## src/rtl/fetch_stage.sv

```systemverilog
// Instruction fetch stage with the IF/ID pipeline register.
// The PC advances one word per completed memory response. A one-entry hold
// buffer keeps a response that arrives while decode is stalled. A redirect
// flushes IF/ID, and when it arrives with a request still waiting, the
// eventual response is dropped.
//
// state   | meaning
// --------+-----------------------------------------------------------------
// ST_IDLE | one dead cycle after reset before the first request
// ST_REQ  | request to imem at pc, capture response into IF/ID
// ST_HOLD | response parked in hold buffer while decode stalls, no request
// ST_DROP | request at req_addr still pending, its response will be discarded
module fetch_stage #(
   parameter logic [31:0] RESET_PC = 32'h0000_0000
) (
   input  logic        clk,
   input  logic        reset,
   input  logic        stall,
   input  logic        redirect,
   input  logic [31:0] redirect_pc,
   output logic        imem_req,
   output logic [31:0] imem_addr,
   input  logic        imem_ready,
   input  logic [31:0] imem_rdata,
   output logic [31:0] if_instr,
   output logic [5:0]  if_opcode,
   output logic [31:0] if_pc4,
   output logic        if_valid
);

   typedef enum logic [1:0] {
      ST_IDLE = 2'd0,
      ST_REQ  = 2'd1,
      ST_HOLD = 2'd2,
      ST_DROP = 2'd3
   } state_t;

   state_t      state;
   state_t      state_nxt;
   logic [31:0] pc;
   logic [31:0] pc_nxt;
   logic [31:0] req_addr;
   logic [31:0] req_addr_nxt;
   logic [31:0] hold_instr;
   logic [31:0] hold_instr_nxt;
   logic [31:0] hold_pc4;
   logic [31:0] hold_pc4_nxt;
   logic [31:0] if_instr_nxt;
   logic [31:0] if_pc4_nxt;
   logic        if_valid_nxt;
   logic [31:0] pc_plus4;
   logic [31:0] redirect_target;

   assign pc_plus4        = pc + 32'd4;
   assign redirect_target = {redirect_pc[31:2], 2'b00};

   // A dropped request keeps presenting its original address until it completes.
   assign imem_addr = (state == ST_DROP) ? req_addr : pc;
   assign if_opcode = if_instr[31:26];

   // Next-state and register-update decisions for the fetch controller.
   always_comb begin
      state_nxt      = state;
      pc_nxt         = pc;
      req_addr_nxt   = req_addr;
      hold_instr_nxt = hold_instr;
      hold_pc4_nxt   = hold_pc4;
      if_instr_nxt   = if_instr;
      if_pc4_nxt     = if_pc4;
      if_valid_nxt   = if_valid;

      case (state)
         ST_IDLE: begin
            state_nxt = ST_REQ;
         end

         ST_REQ: begin
            req_addr_nxt = pc;
            if (redirect) begin
               pc_nxt       = redirect_target;
               if_instr_nxt = 32'd0;
               if_valid_nxt = 1'b0;
               if (!imem_ready) begin
                  state_nxt = ST_DROP;
               end
            end else if (imem_ready && !stall) begin
               if_instr_nxt = imem_rdata;
               if_pc4_nxt   = pc_plus4;
               if_valid_nxt = 1'b1;
               pc_nxt       = pc_plus4;
            end else if (imem_ready) begin
               hold_instr_nxt = imem_rdata;
               hold_pc4_nxt   = pc_plus4;
               pc_nxt         = pc_plus4;
               state_nxt      = ST_HOLD;
            end else if (!stall) begin
               if_instr_nxt = 32'd0;
               if_valid_nxt = 1'b0;
            end
         end

         ST_HOLD: begin
            if (redirect) begin
               pc_nxt         = redirect_target;
               if_instr_nxt   = 32'd0;
               if_valid_nxt   = 1'b0;
               hold_instr_nxt = 32'd0;
               hold_pc4_nxt   = 32'd0;
               state_nxt      = ST_REQ;
            end else if (!stall) begin
               if_instr_nxt = hold_instr;
               if_pc4_nxt   = hold_pc4;
               if_valid_nxt = 1'b1;
               state_nxt    = ST_REQ;
            end
         end

         ST_DROP: begin
            if (redirect) begin
               pc_nxt = redirect_target;
            end
            if (redirect || !stall) begin
               if_instr_nxt = 32'd0;
               if_valid_nxt = 1'b0;
            end
            if (imem_ready) begin
               state_nxt = ST_REQ;
            end
         end

         default: begin
            state_nxt = ST_IDLE;
         end
      endcase
   end

   // State, PC, hold buffer and IF/ID registers; request flag follows next state.
   always_ff @(posedge clk or posedge reset) begin
      if (reset) begin
         state      <= ST_IDLE;
         pc         <= RESET_PC;
         req_addr   <= RESET_PC;
         hold_instr <= 32'd0;
         hold_pc4   <= 32'd0;
         if_instr   <= 32'd0;
         if_pc4     <= 32'd0;
         if_valid   <= 1'b0;
         imem_req   <= 1'b0;
      end else begin
         state      <= state_nxt;
         pc         <= pc_nxt;
         req_addr   <= req_addr_nxt;
         hold_instr <= hold_instr_nxt;
         hold_pc4   <= hold_pc4_nxt;
         if_instr   <= if_instr_nxt;
         if_pc4     <= if_pc4_nxt;
         if_valid   <= if_valid_nxt;
         imem_req   <= (state_nxt == ST_REQ) || (state_nxt == ST_DROP);
      end
   end

endmodule

```

## config.mk

```make
export PLATFORM = sky130hd
export DESIGN_NAME = fetch_stage
export DESIGN_NICKNAME = d
export VERILOG_FILES = /design/src/rtl/fetch_stage.sv
export SDC_FILE = /design/constraint.sdc
export NUM_CORES = 1
export LEC_CHECK = 0
export CAP_MARGIN = 20
export CELL_PAD_IN_SITES_DETAIL_PLACEMENT = 0
export CELL_PAD_IN_SITES_GLOBAL_PLACEMENT = 1
export CORE_MARGIN = 1.5
export CORE_UTILIZATION = 35
export DETAILED_ROUTE_END_ITERATION = 6
export PLACE_DENSITY_LB_ADDON = 0.15
export SYNTH_ARGS = -nofsm -noshare
export SYNTH_HDL_FRONTEND = slang
export SYNTH_SLANG_ARGS = --single-unit
```

## constraint.sdc

```tcl
create_clock -name clk -period 11.5 [get_ports clk]
set_input_delay 1.15 -clock clk [delete_from_list [all_inputs] [get_ports clk]]
set_output_delay 1.15 -clock clk [all_outputs]
set_load 0.03 [all_outputs]
```

# Word level (Yosys, flattened, before mapping)
# Index checks and enable logic that the tools add are counted.
# W data, S select, Z words.
# totals
reg_bits	196
latch_bits	0
ramBits	0
mem_bits_ro	0
inputBits	69
output_inout_bits	104
wordCells	84
n_memories	0
# op_classes
add_sub_neg	1
n_mul	0
div_mod_pow	0
n_lt_le_gt_ge	0
n_eq_ne	18
n_shift	0
mux	43
bitwise_logic	0
reduce_logical	13
# ops
cell	n
$mux W32	22
$pmux W32 S2	4
$pmux W32 S3	1
$add A32 B3 Y32 const B	1
$reduce_and A5 Y1	3
$mux W2	7
$ne A2 B2 Y1 const B	7
$ne A4 B4 Y1 const B	3
$pmux W2 S4	1
$mux W1	7
$eq A2 B2 Y1 const B	3
$eq A2 B1 Y1 const B	2
$ne A2 B1 Y1 const B	2
$reduce_bool A2 Y1	2
$ne A3 B3 Y1 const B	1
$pmux W1 S3	1
$reduce_and A3 Y1	1
$reduce_bool A3 Y1	1
$logic_not A2 Y1	1
$logic_or A1 B1 Y1	2
$reduce_or A2 Y1	1
$logic_and A1 B1 Y1	1
$logic_not A1 Y1	1

# Logic depth before layout (Yosys ltp)
# Gate-level depths: netlist of run 1.
# logic_depth
word_depth	7
mapped_depth	9
ltp_nobuf	6

# Least setup slack after synthesis of run 1
# OpenSTA, ideal clock, no wires.
# synth_path
path_kind	reg-to-output
from	register state[0]
to	output port imem_addr[10]
t_arrival_ns	1.615
required_ns	10.350
slack_ns	8.735
stages_incl_launch_ff	5
path_buffers	2
cell_sequence	dfrtp_1 -> clkbuf_1 -> nand2_1 -> clkbuf_1 -> mux2_2
# synth_via
elab_chain_cells	2
# synth_lines
item	line	source
from (decl)	38	state_t state;
from (signal assigned)	150	state <= state_nxt;
$eq A2 B2 Y1	58	assign imem_addr = (state == ST_DROP) ? req_addr : pc;
$mux W32	58	
to (decl)	22	output logic [31:0] imem_addr,
# Every way passes these cells.

# Final worst setup path of run 1
# layout_path
from	register state[1]
to	output port imem_addr[12]
# The elaborated chain is that of the path after synthesis.

==> impl_metrics.tcl, run 1 <==
set metrics [dict create \
    cp_max_fo 30 \
    routedWlPerCell_um 18.90 \
    drc 0 \
    cts_setup_buffers 0 \
    dieArea_mm2 0.02682 \
    clock-sinks 189 \
    antenna_cells 0 \
    fillers 2424 \
    io_pins 173 \
    hold-worst-slack_ns 0.4794 \
    num_rows 58 \
    nNetsFinal 1057 \
    portBuffers 168 \
    cts.reportedPaths.clkPinSlew_ns 0.08 \
    finalClockSkew_ns 0.01301 \
    fin_crit_sh 0.3233 \
    final_max_slew_viol_count 0 \
    ctsResizeCount 0 \
    avgSynthCellArea_um2 10.35 \
    slew-limit-headroom 0.2990 \
    initial_utilization 0.3582 \
    dpl_cell_area_mm2 0.01081 \
    powerDensity_mw_per_mm2 191.5 \
    status "complete, no violations" \
    syn2layout_area_growth_pct 26.17 \
    grt_pass1_vias 6741 \
    arrival_ns 2.57 \
    layout.cells.non_filler 1330 \
    hold_viol 0 \
    grt_overflow 0 \
    h-tree-depth 4 \
    fp.dieW_um 163.8 \
    clockBufferDepth 2 \
    max_freq_mhz 269.0 \
    synth_edf_count 0 \
    drt_iter0_markers 499 \
    cts_made_buffers 17 \
    total_power_mw 2.186 \
    crit_path_start_kind "flip-flop" \
    pre_cts_ws_ns 7.624 \
    leakagePower_nw 4.613 \
    setup_ws_ns 7.783 \
    cp-end-kind "output port" \
    ys_types 55 \
    ir_drop_uv 103.8 \
    core-area_mm2 0.02525 \
    grt_pass1_wl_mm 39.46 \
    vias 6993 \
    postCtsHoldBufs 0 \
    fin_crit_ns 3.717 \
    gp_congestion 0.7875 \
    cap_violations 0 \
    syn-cell-area_mm2 0.009046 \
    postLayoutCellArea_mm2 0.01141 \
    cts_tree "done" \
    dp.cells 1297 \
    clock_latency_ns 0.44 \
    ys.warnings.count 0 \
    synth_top_flop_cell "dfrtp_1" \
    netlist.area_leader.share 0.5228 \
    via_per_inst 5.258 \
    rsz0062_at_grt "false" \
    wl_mm 25.13 \
    critPathKind "flip-flop to output port" \
    yosys_register_bits 189 \
    fin_util 0.4519 \
    setup_violations 0 \
    antenna_found_initial 0 \
    yosysTopAreaCell "dfrtp_1" \
    die_h_um 163.8 \
    tightest_slew_ns 1.043 \
    regArea_mm2 0.004730 \
    multi_input_area_mm2 0.003851 \
    min_path_type "flip-flop to flip-flop" \
    layout-drive-gt1-share 0.1340 \
    cts_root_buf "clkbuf_16" \
    grtUsageTotal 0.1928 \
    drt_pass1_iterations 5 \
    post-dp-hpwl_mm 16.28 \
    async_flop_share 1.000 \
    yosysSeqAreaShare 0.5228 \
    ant_nets 0 \
    grt_max_degree 133 \
    netlist_instances 874 \
    yosys-top-cells-area "dfrtp_1 52%, mux2_2 8.1%, o21ai_0 5.0%, nand2_1 4.6%, a22o_1 3.7%" \
    fin_setup_tns_ns 0 \
    critPathRequiredTime_ns 10.35 \
]
==> cells in the final DEF, fill, tap and decap left out, types with 3 or more instances in the layout <==
cell             Yosys  routed
o22ai_1             15      13
nand2_1            111     111
a31oi_1              7       7
and2_1               3       3
nand3_1             23      23
xnor2_1              6       6
buf_4                9      15
or4_1                3       3
o22a_1               4       4
or3_1                3       3
o211ai_1            11      11
inv_8                0       3
dfrtp_1            189     189
mux2_2              65      65
nor3_1              18      18
clkbuf_16            0      17
o31ai_1              3       3
o21ai_1              3       3
or4_4                4       4
nor4_1               4       4
or2_2                3       3
and4_1               4       4
a22oi_1             37      37
nor2_1              32      30
inv_1                6       5
o21ai_0             90      90
a22o_1              38      38
xor2_1              15      15
a2bb2oi_1           14      14
inv_6                0       5
o21a_1               3       3
a21oi_1             34      33
clkinv_8             0       5
nand4_1             10      10
clkdlybuf4s50_1      0     168
==> metal layers <==
layer | vias to the layer above | part of all wire | track usage
met3 | 14 | 0.042 | 0.02828
met1 | 3446 | 0.51 | 0.3009
li1 | 3382 | - | -
met2 | 151 | 0.44 | 0.2754
met4 | 0 | 0.010 | 0.05000
met5 | - | 0 | 0
==> area by class of cell <==
type                    count  share of cell area
clock buffers              17             0.03727
clock inverters            15             0.01491
inverters                   6            0.002631
multi-input cells         590              0.3374
flip-flops and latches    189              0.4144
well taps                 330             0.03618
repair buffers            183              0.1572
==> cell usage after synthesis, drive strengths merged (2+ instances only) <==
cell type  number
a21o            2
a21oi          35
a22o           38
a22oi          37
a2bb2oi        14
a31oi           7
and2            3
and3            2
and4            5
buf            16
bufbuf          3
clkbuf         71
dfrtp         189
inv             6
mux2           65
nand2         111
nand2b          2
nand3          25
nand4          11
nor2           32
nor2b           3
nor3           18
nor4            5
o211ai         11
o21a            3
o21ai          93
o22a            4
o22ai          15
o31a            2
o31ai           3
or2             3
or3             3
or4             7
xnor2           6
xor2           15
==> power breakdown <==
| group | leakage, nW | internal, mW | switching (mW) |
|---|---|---|---|
| clock | 0.291 | 0.293 | 0.299 |
| sequential | 2.34 | 0.818 | 0.120 |
| combinational | 1.98 | 0.298 | 0.359 |
==> final timing paths <==
| kind | startpoint | to | slack, ns | cells after the start |
|---|---|---|---|---|
| setup / recovery | state[1]$_DFF_PP0_ | imem_addr[12] | 7.78 | 4 |
| hold / removal | hold_pc4[28]$_DFFE_PP0P_ | hold_pc4[28]$_DFFE_PP0P_ | 0.48 | 2 |
| setup reg to reg | pc[2]$_DFFE_PP0P_ | if_pc4[30]$_DFFE_PP0P_ | 8.11 | 6 |
| hold reg to reg | hold_pc4[28]$_DFFE_PP0P_ | hold_pc4[28]$_DFFE_PP0P_ | 0.48 | 2 |
| max in group asynchronous | reset | hold_pc4[7]$_DFFE_PP0P_ | 8.81 | 3 |
| min in group asynchronous | reset | if_pc4[24]$_DFFE_PP0P_ | 1.25 | 2 |
==> logic make-up (layout without fill, tap and decap cells) <==
kind of cell	count (synthesis)	after routing	share of synthesized area
compound gates	269	269	0.1941
xor+xnor	21	21	0.02033
fa+ha+maj	1	1	0.001383
buf+inv	96	221	0.05698
flops	189	189	0.5228
mux	66	66	0.08202
other cells	1	2	0.0004145
simple gates	231	231	0.1220
==> state kept, by name, indices dropped and copies added, names as in the netlist <==
register    count
pc             30
if_valid        1
hold_instr     32
if_instr       32
state           2
if_pc4         31
hold_pc4       31
req_addr       30
==> worst max-delay path: stages, from the launching register on <==
cell and delay, ns:
dfrtp_1 0.55, nand2_1 0.14, buf_4 0.42, mux2_2 0.42
clkdlybuf4s50_1 0.60
No activity file was read; power rests on OpenSTA's default activity.
==> inputs of run 2 (changes only) <==
- clock period: 11.5 -> 3.7 ns (I/O delays scaled with it)
==> run 2 against run 1 <==
  * Sequential share of layout area shrank 0.66 points
  * Via count is 0.59% higher
  * Combinational power rose to 3.2 times the previous value
  * Clock skew is 0.0086 ns higher
  * Utilization grew 0.73 points
  * Die area is the same
  * Clock-buffer cell count is the same
  * First-iteration DRC count fell by 14%
  * Hold slack got worse by 0.28 ns
  * Non-clock buffer count increased by 16
  * Total power grew to 3.1 times the previous value
  * Flip-flop and latch count is the same
  * Critical path type unchanged
  * Largest cell class unchanged
==> impl_metrics.tcl, run 2 (synthesis gave the netlist of run 1 again) <==
set metrics [dict create \
    cts_made_buffers 17 \
    cts.reportedPaths.clkPinSlew_ns 0.08 \
    hold_viol 0 \
    setup_violations 0 \
    initial_utilization 0.3582 \
    cap_violations 0 \
    fin_util 0.4593 \
    final_cell_mix "189 x dfrtp_1, 168 x clkdlybuf4s50_1, 111 x nand2_1" \
    gp_congestion 0.7674 \
    nNetsFinal 1073 \
    grt_pass1_vias 6603 \
    reg2reg_depth 6 \
    rr_endpoint "if_pc4[30]$_DFFE_PP0P_" \
    grt_pass1_wl_mm 39.38 \
    grt_max_degree 66 \
    post-dp-hpwl_mm 17.10 \
    slew-limit-headroom 0.5495 \
    die_h_um 163.8 \
    clock-sinks 189 \
    wl_mm 25.06 \
    max_freq_mhz 308.2 \
    ff2ff_setup_slack_ns 0.62 \
    syn2layout_area_growth_pct 28.22 \
    portBuffers 168 \
    grt_overflow 0 \
    fp.dieW_um 163.8 \
    dpl_cell_area_mm2 0.01096 \
    fin_setup_tns_ns 0 \
    setup_ws_ns 0.4556 \
    io_pins 173 \
    finalClockSkew_ns 0.02165 \
    cts_setup_buffers 0 \
    critPathRequiredTime_ns 3.33 \
    drt_iter0_markers 428 \
    via_per_inst 5.226 \
    clock_latency_ns 0.45 \
    postLayoutCellArea_mm2 0.01160 \
    final_max_slew_viol_count 0 \
    dp.cells 1313 \
    ir_drop_uv 289.7 \
    cts_root_buf "clkbuf_16" \
    routedWlPerCell_um 18.62 \
    critPathKind "flip-flop to output port" \
    leakagePower_nw 4.709 \
    fin_crit_ns 3.244 \
    total_power_mw 6.872 \
    layout-drive-gt1-share 0.1476 \
    clockPowerShare 0.276 \
    grtUsageTotal 0.1910 \
    r2r_start "pc[3]$_DFFE_PP0P_" \
    seq_power_share 0.421 \
    core-area_mm2 0.02525 \
    num_rows 58 \
    sw_frac_of_total 0.3577 \
    ant_nets 0 \
    crit_path_start_kind "flip-flop" \
    comb_power_share 0.303 \
    powerDensity_mw_per_mm2 592.5 \
    drc 0 \
    h-tree-depth 4 \
    dieArea_mm2 0.02682 \
    reg_top3 "hold_instr (32), if_instr (32)" \
    postCtsHoldBufs 0 \
    arrival_ns 2.87 \
    antenna_found_initial 0 \
    p_sw_mw 2.458 \
    cts_tree "done" \
    ctsResizeCount 0 \
    pre_cts_ws_ns 0.6998 \
    rsz0062_at_grt "false" \
    fin_crit_sh 0.8769 \
    cp_max_fo 19 \
    drt_pass1_iterations 4 \
    vias 7034 \
    cp-end-kind "output port" \
    internal_power_mw 4.414 \
    hold-worst-slack_ns 0.2000 \
    layout_commonest_cell "dfrtp_1" \
    tightest_slew_ns 0.6741 \
    clockBufferDepth 2 \
    status "complete, no violations" \
    layout.cells.non_filler 1346 \
    antenna_cells 0 \
    min_path_type "primary input to async pin" \
]
-- run 2: cell types whose count changed in the layout (fill, tap and decap cells not counted) --
cell        previous run  this run
buf_12                 0         4
inv_8                  3         2
clkinvlp_4             0         1
inv_12                 0         1
clkinv_2               1         0
inv_6                  5         4
clkinv_8               5         6
buf_4                 15        27
-- run 2: layer usage --
metal,routed length [um],global-route usage,vias to the layer above,share of wire
met5,0,0,-,0
met4,340,0.05041,0,0.014
met3,991,0.03384,16,0.040
met2,10790,0.2710,168,0.43
met1,12940,0.2958,3422,0.52
li1,-,-,3428,-
-- run 2: power groups by stage --
stage / Clock, mW / Sequential (mW) / Combinational, mW
4_1_cts: 1.94 / 2.90 / 2.11
6_report: 1.89 / 2.90 / 2.08
3_3_place_gp: 0 / 2.92 / 2.08
5_1_grt: 2.02 / 2.97 / 2.25
3_5_place_dp: 0 / 2.94 / 2.10
2_1_floorplan: 0 / 3.06 / 1.16
-- run 2: how the worst max path moves through the flow --
stage / startpoint / to / slack, ns / cells past startpoint
2_1_floorplan: reset / hold_instr[0]$_DFFE_PP0P_ / 0.90 / 1
3_3_place_gp: pc[3]$_DFFE_PP0P_ / if_pc4[30]$_DFFE_PP0P_ / 0.74 / 6
3_5_place_dp: pc[3]$_DFFE_PP0P_ / if_pc4[30]$_DFFE_PP0P_ / 0.70 / 6
4_1_cts: state[0]$_DFF_PP0_ / imem_addr[8] / 0.43 / 4
5_1_grt: state[0]$_DFF_PP0_ / imem_addr[7] / 0.31 / 4
6_report: state[0]$_DFF_PP0_ / imem_addr[9] / 0.46 / 4
-- run 2: final cells by class --
class / count / area [um^2]
repair buffers: 199 / 1964
inverters: 6 / 26.28
fillers: 2394 / 13660
clock buffers: 17 / 425.4
flip-flops and latches: 189 / 4730
well taps: 330 / 412.9
multi-input cells: 590 / 3851
clock inverters: 15 / 188.9
-- run 2: worst max-delay path: stages (launching register included) --
cell             delay [ns]
dfrtp_1                0.62
nand2_1                0.53
buf_12                 0.34
mux2_2                 0.22
clkdlybuf4s50_1        0.70
